<file path="config.mk">
export PLATFORM = sky130hd
export DESIGN_NAME = ahb_register_controller
export DESIGN_NICKNAME = d
export VERILOG_FILES = /design/src/rtl/ahb_reg_pkg.sv /design/src/rtl/ahb_addr_decoder.sv /design/src/rtl/ahb_register_controller.sv
export SDC_FILE = /design/constraint.sdc
export NUM_CORES = 1
export LEC_CHECK = 0
export CORE_AREA = 2 2 94 78
export CTS_CLUSTER_SIZE = 16
export DETAILED_ROUTE_END_ITERATION = 7
export DIE_AREA = 0 0 96 80
export PLACE_DENSITY = 0.82
export SLEW_MARGIN = 25
export SYNTH_ARGS = -nofsm -noshare
export SYNTH_HDL_FRONTEND = slang
export SYNTH_SLANG_ARGS = --single-unit
</file>
<file path="constraint.sdc">
create_clock -name clk -period 2.3 [get_ports clk]
set_clock_uncertainty 0.2 [all_clocks]
set_input_delay 0.69 -clock clk [delete_from_list [all_inputs] [get_ports clk]]
set_output_delay 0.69 -clock clk [all_outputs]
set_load 0.02 [all_outputs]
</file>
<file path="src/rtl/ahb_reg_pkg.sv">
// Shared encodings for the USB endpoint AHB-Lite register front end:
// FSM state type, HTRANS/HSIZE codes and register word indices.
package ahb_reg_pkg;

  typedef enum logic [2:0] {
    ST_IDLE,
    ST_DATA,
    ST_BUF_WAIT,
    ST_ERR1,
    ST_ERR2
  } ahbStateT;

  localparam logic [1:0] HTRANS_IDLE   = 2'd0;
  localparam logic [1:0] HTRANS_BUSY   = 2'd1;
  localparam logic [1:0] HTRANS_NONSEQ = 2'd2;
  localparam logic [1:0] HTRANS_SEQ    = 2'd3;

  localparam logic [1:0] HSIZE_BYTE = 2'd0;
  localparam logic [1:0] HSIZE_HALF = 2'd1;
  localparam logic [1:0] HSIZE_WORD = 2'd2;
  localparam logic [1:0] HSIZE_BAD  = 2'd3;

  localparam logic [1:0] BUF  = 2'd0;
  localparam logic [1:0] VAL0 = 2'd1;
  localparam logic [1:0] VAL1 = 2'd2;
  localparam logic [1:0] CTRL = 2'd3;

endpackage

</file>
<file path="src/rtl/ahb_addr_decoder.sv">
// Combinational decode of an AHB address phase into register region,
// buffer hit and ERROR classification (read-only write, bad size, misalignment).
module ahb_addr_decoder
  import ahb_reg_pkg::*;
(
  input  logic [3:0] addr,
  input  logic       write,
  input  logic [1:0] size,
  output logic [1:0] region,
  output logic       isBuf,
  output logic       isErr
);

  logic misaligned;
  logic roWrite;

  always_comb begin
    region     = addr[3:2];
    misaligned = ((size == HSIZE_HALF) && addr[0]) ||
                 ((size == HSIZE_WORD) && (addr[1:0] != 2'b00));
    roWrite    = write && ((region == VAL0) || (region == VAL1));
    isErr      = misaligned || roWrite || (size == HSIZE_BAD);
    isBuf      = (region == BUF) && !isErr;
  end

endmodule

</file>
<file path="src/rtl/ahb_register_controller.sv">
// AHB-Lite slave front end for the USB endpoint value registers and data buffer.
// Optional feature: ERROR_CLEAR_ON_READ_EN pulses errorClear on reads of the error half-word.
module ahb_register_controller
  import ahb_reg_pkg::*;
#(
  parameter int ADDR_W = 4,
  parameter int DATA_W = 32
) (
  input  logic              clk,
  input  logic              nRst,
  input  logic              hsel,
  input  logic [ADDR_W-1:0] haddr,
  input  logic [1:0]        htrans,
  input  logic              hwrite,
  input  logic [1:0]        hsize,
  input  logic [DATA_W-1:0] hwdata,
  output logic [DATA_W-1:0] hrdata,
  output logic              hready,
  output logic              hresp,
  input  logic [15:0]       statusData,
  input  logic [15:0]       errorData,
  input  logic [7:0]        boData,
  input  logic [7:0]        ehtsData,
  output logic              bufRead,
  input  logic [DATA_W-1:0] bufRdata,
  output logic              bufWrite,
  output logic [DATA_W-1:0] bufWdata,
  output logic              ehtsWrite,
  output logic [7:0]        nextEHTSData,
  output logic              flushReq,
  output logic              errorClear
);

  ahbStateT   state, stateNext, phaseNext;
  logic       validAddr;
  logic [1:0] regionLive;
  logic       isBufLive, isErrLive;

  logic [1:0] region_p1;
  logic       isBuf_p1;
  logic       write_p1;
  logic [1:0] lane_p1;
`ifdef ERROR_CLEAR_ON_READ_EN
  logic [1:0] size_p1;
`endif

  // Wait states only in the buffer-read wait and the first ERROR cycle
  assign hready    = !((state == ST_BUF_WAIT) || (state == ST_ERR1));
  assign validAddr = hsel && hready &&
                     ((htrans == HTRANS_NONSEQ) || (htrans == HTRANS_SEQ));

  assign bufWdata     = hwdata;
  assign nextEHTSData = hwdata[7:0];

  ahb_addr_decoder uDecoder (
    .addr   (haddr[3:0]),
    .write  (hwrite),
    .size   (hsize),
    .region (regionLive),
    .isBuf  (isBufLive),
    .isErr  (isErrLive)
  );

  always_ff @(posedge clk) begin
    if (!nRst) state <= ST_IDLE;
    else       state <= stateNext;
  end

  // Address phase -> data phase boundary
  always_ff @(posedge clk) begin
    if (validAddr) begin
      region_p1 <= regionLive;
      isBuf_p1  <= isBufLive;
      write_p1  <= hwrite;
      lane_p1   <= haddr[1:0];
`ifdef ERROR_CLEAR_ON_READ_EN
      size_p1   <= hsize;
`endif
    end
  end

  always_comb begin
    stateNext  = state;
    hresp      = 1'b0;
    hrdata     = '0;
    bufRead    = 1'b0;
    bufWrite   = 1'b0;
    ehtsWrite  = 1'b0;
    flushReq   = 1'b0;
    errorClear = 1'b0;

    if (isErrLive)                  phaseNext = ST_ERR1;
    else if (isBufLive && !hwrite)  phaseNext = ST_BUF_WAIT;
    else                            phaseNext = ST_DATA;

    case (state)
      ST_IDLE: begin
        if (validAddr) stateNext = phaseNext;
      end
      ST_DATA: begin
        stateNext = validAddr ? phaseNext : ST_IDLE;
        if (write_p1) begin
          bufWrite  = isBuf_p1;
          ehtsWrite = (region_p1 == CTRL);
          flushReq  = (region_p1 == CTRL) && (lane_p1 == 2'd1) && hwdata[8];
        end else begin
          case (region_p1)
            BUF:     hrdata = bufRdata;
            VAL0:    hrdata = {errorData, statusData};
            VAL1:    hrdata = {16'h0, ehtsData, boData};
            default: hrdata = '0;
          endcase
`ifdef ERROR_CLEAR_ON_READ_EN
          // Lanes cover [31:16]: any word read, or a half/byte read in the upper half-word
          errorClear = (region_p1 == VAL0) && (lane_p1[1] || (size_p1 == HSIZE_WORD));
`endif
        end
      end
      ST_BUF_WAIT: begin
        bufRead   = 1'b1;
        stateNext = ST_DATA;
      end
      ST_ERR1: begin
        hresp     = 1'b1;
        stateNext = ST_ERR2;
      end
      ST_ERR2: begin
        hresp     = 1'b1;
        stateNext = validAddr ? phaseNext : ST_IDLE;
      end
      default: stateNext = ST_IDLE;
    endcase
  end

endmodule

</file>
# Word level (Yosys, flattened, before mapping)
# Index checks and enable logic that the tools add are counted.
# op_classes
eq_ne	16
muxes	16
reduce_logical	24
# op_table
operator	count
32-bit case mux with 3 select lines	1
32-bit two-way mux	2
2-bit == test, second input constant	7
3-bit case mux with 4 select lines	1
1-bit logical AND	9
2-bit by 1-bit == test with 1-bit output, second input constant	4
1-bit two-way mux	8
3-bit by 2-bit == test with 1-bit output, second input constant	2
1-bit logical OR	6
3-bit two-way mux	2
2-bit logical NOT	2
2-bit two-way mux	2
2-bit OR reduction	2
3-bit by 1-bit == test with 1-bit output, second input constant	1
3-bit == test, second input constant	1
1-bit logical NOT	3
3-bit logical NOT	1
2-bit inequality test, second input constant	1
2-bit nonzero test	1
# word_totals
reg_bits	9
in_bits	124
out_inout_bits	79
word_cells	61

# Longest topological paths before layout
# Gate-level depths: netlist of run 1.
# depth
word_depth	12
depth_mapped	6
depth_no_buf	5

# Hierarchy
# A second synthesis of run 1 with hierarchy kept.
# hier_totals
cells_unflattened	194
hier_area_um2	1460.2
# by_module_without_submodules
module	n_inst	cells_each	area_each_um2
ahb_register_controller	1	184	1391.3
ahb_addr_decoder	1	10	68.8

# Worst setup path before layout of run 1
# OpenSTA, ideal clock, no wires.
# synth_path
kind	register -> output
start	register state[2]
end	output hrdata[21]
t_arrival_ns	1.743
required_time_ns	1.410
path_slack_ns	-0.333
stages_incl_launch_ff	7
cell_sequence	dfxtp_1 or4b_1 buf_2 or2_1 buf_6 buf_6 nor2_1
# synth_via
elab_chain_cells	2
# synth_rtl
item	line	rtl
start, declared	ahb_register_controller.sv:34	ahbStateT state, stateNext, phaseNext;
start signal, assigned	ahb_register_controller.sv:66	else state <= stateNext;
3-bit by 1-bit == test with 1-bit output	ahb_register_controller.sv:96	case (state)
32-bit two-way mux	ahb_register_controller.sv:96	
end, declared	ahb_register_controller.sv:17	output logic [DATA_W-1:0] hrdata,
# No other way between the ends.

# Worst setup path in the final report of run 1
# layout_path
start	register write_p1
end	output hrdata[8]
# layout_via
elab_chain_cells	2
# layout_rtl
item	line	rtl
start, declared	ahb_register_controller.sv:41	logic write_p1;
start signal, assigned	ahb_register_controller.sv:74	write_p1 <= hwrite;
32-bit two-way mux	ahb_register_controller.sv:102	if (write_p1) begin
32-bit two-way mux	ahb_register_controller.sv:96	
# No other way between the ends.

==> Implementation_results.wiki, run 1 <==
{| class="wikitable"
! Metric !! Value
|-
| Cell area power density || 243 nW/um2
|-
| Total congestion overflow after global routing || 0
|-
| Critical path's top delay family || buffers and inverters
|-
| Worst EP arrival || 1.83 ns
|-
| Setup repair after global routing missed its margin || true
|-
| Clock insertion delay at the later pin of the skew report || 0.23 ns
|-
| Detailed-route wire length per cell || 15.4 um
|-
| Number of standard cells in the layout, taps in and fillers out || 374
|-
| Sequential share of the synthesized area || 0.168
|-
| Type of the worst setup path || reg2out
|-
| CTS sink cnt || 9
|-
| Cell at the root of the clock tree || sky130_fd_sc_hd__clkbuf_8
|-
| Detailed Route WL || 5.77 mm
|-
| Vias || 1633
|-
| Core Box Area || 6720 um2
|-
| Number of cells produced by synthesis || 188
|-
| End of the worst register-to-register path || lane_p1[0]$_DFFE_PP_
|-
| Leak || 1.27 nW
|-
| First-pass GRT wire length || 8.13 mm
|-
| Count of antenna diodes in the layout || 0
|-
| Final-stage net count || 413
|-
| Drt via density || 4.37
|-
| Via count of the first global-routing pass || 1607
|-
| Chip Height || 80 um
|-
| Antenna Nets Post-Route || 0
|-
| Area of the mapped netlist || 1430 um2
|-
| DR top layer || met4
|-
| Fraction of final layout cells sized beyond drive strength 1 || 0.376
|-
| Total iterations of the first detailed-routing run || 4
|-
| Critical register-to-register path startpoint || state[2]$_SDFFE_PN0P_
|-
| Clock-pin transition on the worst setup and hold timing paths || 0.05 ns
|-
| Time the final worst path needs with I/O delays and setup || 2.72 ns
|-
| Unique cell type count in the Yosys netlist || 31
|-
| Count of pins on the block boundary || 203
|-
| CTS tree || done
|-
| F_max || 368 MHz
|-
| Most repeated library cell on the critical path || sky130_fd_sc_hd__buf_4
|-
| Critical path startpoint category || flip-flop
|-
| Hold Path Cell Cnt || 2
|-
| Total GRT Usage || 0.136
|-
| Antenna violations before repair || 0
|-
| Starting utilization of the core area || 0.213
|-
| Leading cell types in the layout, fill and taps excluded || sky130_fd_sc_hd__clkdlybuf4s50_1, sky130_fd_sc_hd__dlygate4sd2_1, sky130_fd_sc_hd__mux2i_1
|-
| Violations in the final reports || negative setup slack
|-
| Number of flip-flops and latches in the synthesized netlist || 9
|-
| Endpoint type of the worst setup path || primary output
|-
| # rows || 27
|-
| Type of the worst min-delay path || reg2reg
|-
| Accumulated negative setup slack || -11.35 ns
|-
| Run status || finished, violations left
|-
| Avg Inst Size Synth || 7.60 um2
|-
| Hold violation count in the final report || 0
|-
| DRC violation count after routing || 0
|-
| Final core utilization || 0.440
|-
| Cells on worst reg2reg path || 4
|-
| Starting DRC count in detailed routing || 23
|-
| Critical path's largest stage delay || 0.49 ns
|-
| Worst vdd ir || 0.000287 V
|-
| Register-to-register setup slack || 0.70 ns
|-
| Number of CTS-inserted buffers || 3
|-
| Post-route worst setup slack || -0.419 ns
|-
| Synth-to-Final Area Change || 107%
|-
| Horizontal die dimension || 96 um
|-
| Critical path peak fanout || 8
|-
| Port buffer count || 130
|-
| Final count of pins violating max slew || 0
|-
| Placed wire-length estimate || 4.54 mm
|-
| Share of the clock period used by the worst path || 1.18
|-
| Net count after synthesis || 313
|-
| Clk buf depth || 2
|-
| Cells after DPL || 367
|-
| Pin count of the biggest net entering global routing || 14
|-
| Depth of the CTS H-tree || 1
|-
| Final setup violation count || 34
|-
| Worst hold margin || 0.414 ns
|-
| Worst-path cell with the longest stage delay || sky130_fd_sc_hd__or4b_4
|-
| Die outline area || 7680 um2
|-
| Met2 wire length || 2.93 mm
|-
| Most common cell after layout, fill and taps aside || sky130_fd_sc_hd__clkdlybuf4s50_1
|-
| Worst endpoint required time || 1.41 ns
|-
| GPL Wtd Cong || 0.725
|-
| Wire length on met3 || 731 um
|-
| Count of buffer and inverter cells on the critical path || 3
|-
| Sequence of cells on the critical path || or4b_4 -> buf_4 -> bufbuf_16 -> a21oi_2 -> buf_4
|-
| Detailed-routing wirelength on met1 || 2.10 mm
|-
| Maximum capacitance violations || 0
|-
| Count of yosys warnings during synthesis || 0
|-
| Worst hold path startpoint || state[0]$_SDFFE_PN0P_
|-
| Hold Path End || state[2]$_SDFFE_PN0P_
|}
-- worst max-delay path by stage --
stage                     cells after the start          to  slack (ns)             startpoint
final                                         5   hrdata[8]       -0.42     write_p1$_DFFE_PP_
after global routing                          5   hrdata[8]       -0.48     write_p1$_DFFE_PP_
after CTS                                     5  hrdata[20]       -0.43     write_p1$_DFFE_PP_
after detailed placement                      5   hrdata[7]       -0.87            bufRdata[7]
after global placement                        5   hrdata[9]       -0.88            bufRdata[9]
after floorplan                               5  hrdata[16]       -0.21  state[2]$_SDFFE_PN0P_
-- sequential cells by signal, indices dropped and copies added (netlist names) --
register	cells
isBuf_p1	1
write_p1	1
region_p1	2
state	3
lane_p1	2
-- metrics by stage --
stage / worst slack [ns] / power, mW / instance area (um2)
final: -0.419 / 0.718 / 2960
after global routing: -0.476 / 0.756 / 2960
after CTS: -0.429 / 0.713 / 2870
after detailed placement: -0.870 / 0.514 / 2690
after global placement: -0.880 / 0.508 / 2690
after floorplan: -0.212 / 0.405 / 1540
-- cells by family (layout without fill, tap and decap cells) --
group                    Yosys count  after routing  share of synthesized area
flip-flops                         9              9                      0.168
other                              1              1                    0.00262
multiplexers                      32             32                      0.224
AO/OA/AOI/OAI                     23             23                     0.0902
AND/OR/NAND/NOR                   66             66                      0.236
adder cells (fa/ha/maj)            1              1                    0.00876
buffers and inverters             56            155                      0.271
-- where the power goes --
| part | leakage, nW | internal, mW | total, mW | switching (mW) |
|---|---|---|---|---|
| Sequential | 0.0824 | 0.180 | 0.183 | 0.00274 |
| Clock | 0.0228 | 0.121 | 0.186 | 0.0651 |
| Combinational | 1.17 | 0.213 | 0.349 | 0.136 |
| Total | 1.27 | 0.514 | 0.718 | 0.204 |
-- cell usage after synthesis --
master | n | area, um2
sky130_fd_sc_hd__clkbuf_1 | 4 | 15.0
sky130_fd_sc_hd__a22oi_1 | 1 | 7.51
sky130_fd_sc_hd__nor2b_1 | 1 | 6.26
sky130_fd_sc_hd__inv_1 | 4 | 15.0
sky130_fd_sc_hd__edfxtp_1 | 6 | 180
sky130_fd_sc_hd__nor4bb_1 | 1 | 10.0
sky130_fd_sc_hd__o22ai_1 | 1 | 6.26
sky130_fd_sc_hd__or4b_1 | 1 | 10.0
sky130_fd_sc_hd__and2b_1 | 1 | 7.51
sky130_fd_sc_hd__buf_1 | 1 | 3.75
sky130_fd_sc_hd__a21o_1 | 2 | 15.0
sky130_fd_sc_hd__or2_2 | 16 | 100
sky130_fd_sc_hd__a31oi_1 | 2 | 12.5
sky130_fd_sc_hd__buf_4 | 42 | 315
sky130_fd_sc_hd__and2_1 | 1 | 6.26
sky130_fd_sc_hd__o31ai_1 | 1 | 7.51
sky130_fd_sc_hd__nor2_1 | 17 | 63.8
sky130_fd_sc_hd__ha_1 | 1 | 12.5
sky130_fd_sc_hd__mux2i_1 | 32 | 320
sky130_fd_sc_hd__dfxtp_1 | 3 | 60.1
sky130_fd_sc_hd__nand2_1 | 19 | 71.3
sky130_fd_sc_hd__nand4b_1 | 1 | 8.76
sky130_fd_sc_hd__a21oi_1 | 16 | 80.1
sky130_fd_sc_hd__nand3_1 | 1 | 5.00
sky130_fd_sc_hd__conb_1 | 1 | 3.75
sky130_fd_sc_hd__buf_2 | 3 | 15.0
sky130_fd_sc_hd__and3_1 | 4 | 25.0
sky130_fd_sc_hd__and4b_1 | 1 | 10.0
sky130_fd_sc_hd__or2_1 | 1 | 6.26
sky130_fd_sc_hd__nand2b_1 | 1 | 6.26
sky130_fd_sc_hd__buf_6 | 2 | 22.5
-- worst register-to-register path, stage by stage (launching register included) --
cell                      delay, ns
sky130_fd_sc_hd__dfxtp_1       0.32
sky130_fd_sc_hd__buf_4         0.13
sky130_fd_sc_hd__and2b_1       0.19
sky130_fd_sc_hd__inv_1         0.08
sky130_fd_sc_hd__and3_1        0.35
-- final cells by class --
cell class	instances	area, um2
multi-input combinational	123	1080
fill	662	3770
clock buffer	4	45.0
inverter	4	15.0
tap	87	109
sequential	9	240
timing repair buffer	147	1470
-- routing by layer --
| metal | vias to the layer above | global-route usage |
|---|---|---|
| met1 | 747 | 0.151 |
| met5 | - | 0 |
| met4 | 0 | 0.0200 |
| li1 | 790 | - |
| met2 | 94 | 0.250 |
| met3 | 2 | 0.0491 |
-- what timing repair did --
item | in CTS | in global routing
hold buffers | 0 | 0
buffers inserted | 1 | 0
gates cloned | 2 | 0
pin swaps | 34 | 3
setup endpoints to repair | 39 | 36
resized for setup | 270 | 19
Power figures use the tool's default switching activity.
==> run 2, diff against run 1 <==
Settings changed: ABC_CLOCK_PERIOD_IN_PS from default to 2300, HOLD_SLACK_MARGIN from default to 0.08.
==> results of run 2 <==
Same layout as run 1: the final DEF is identical, and so are final timing and power.
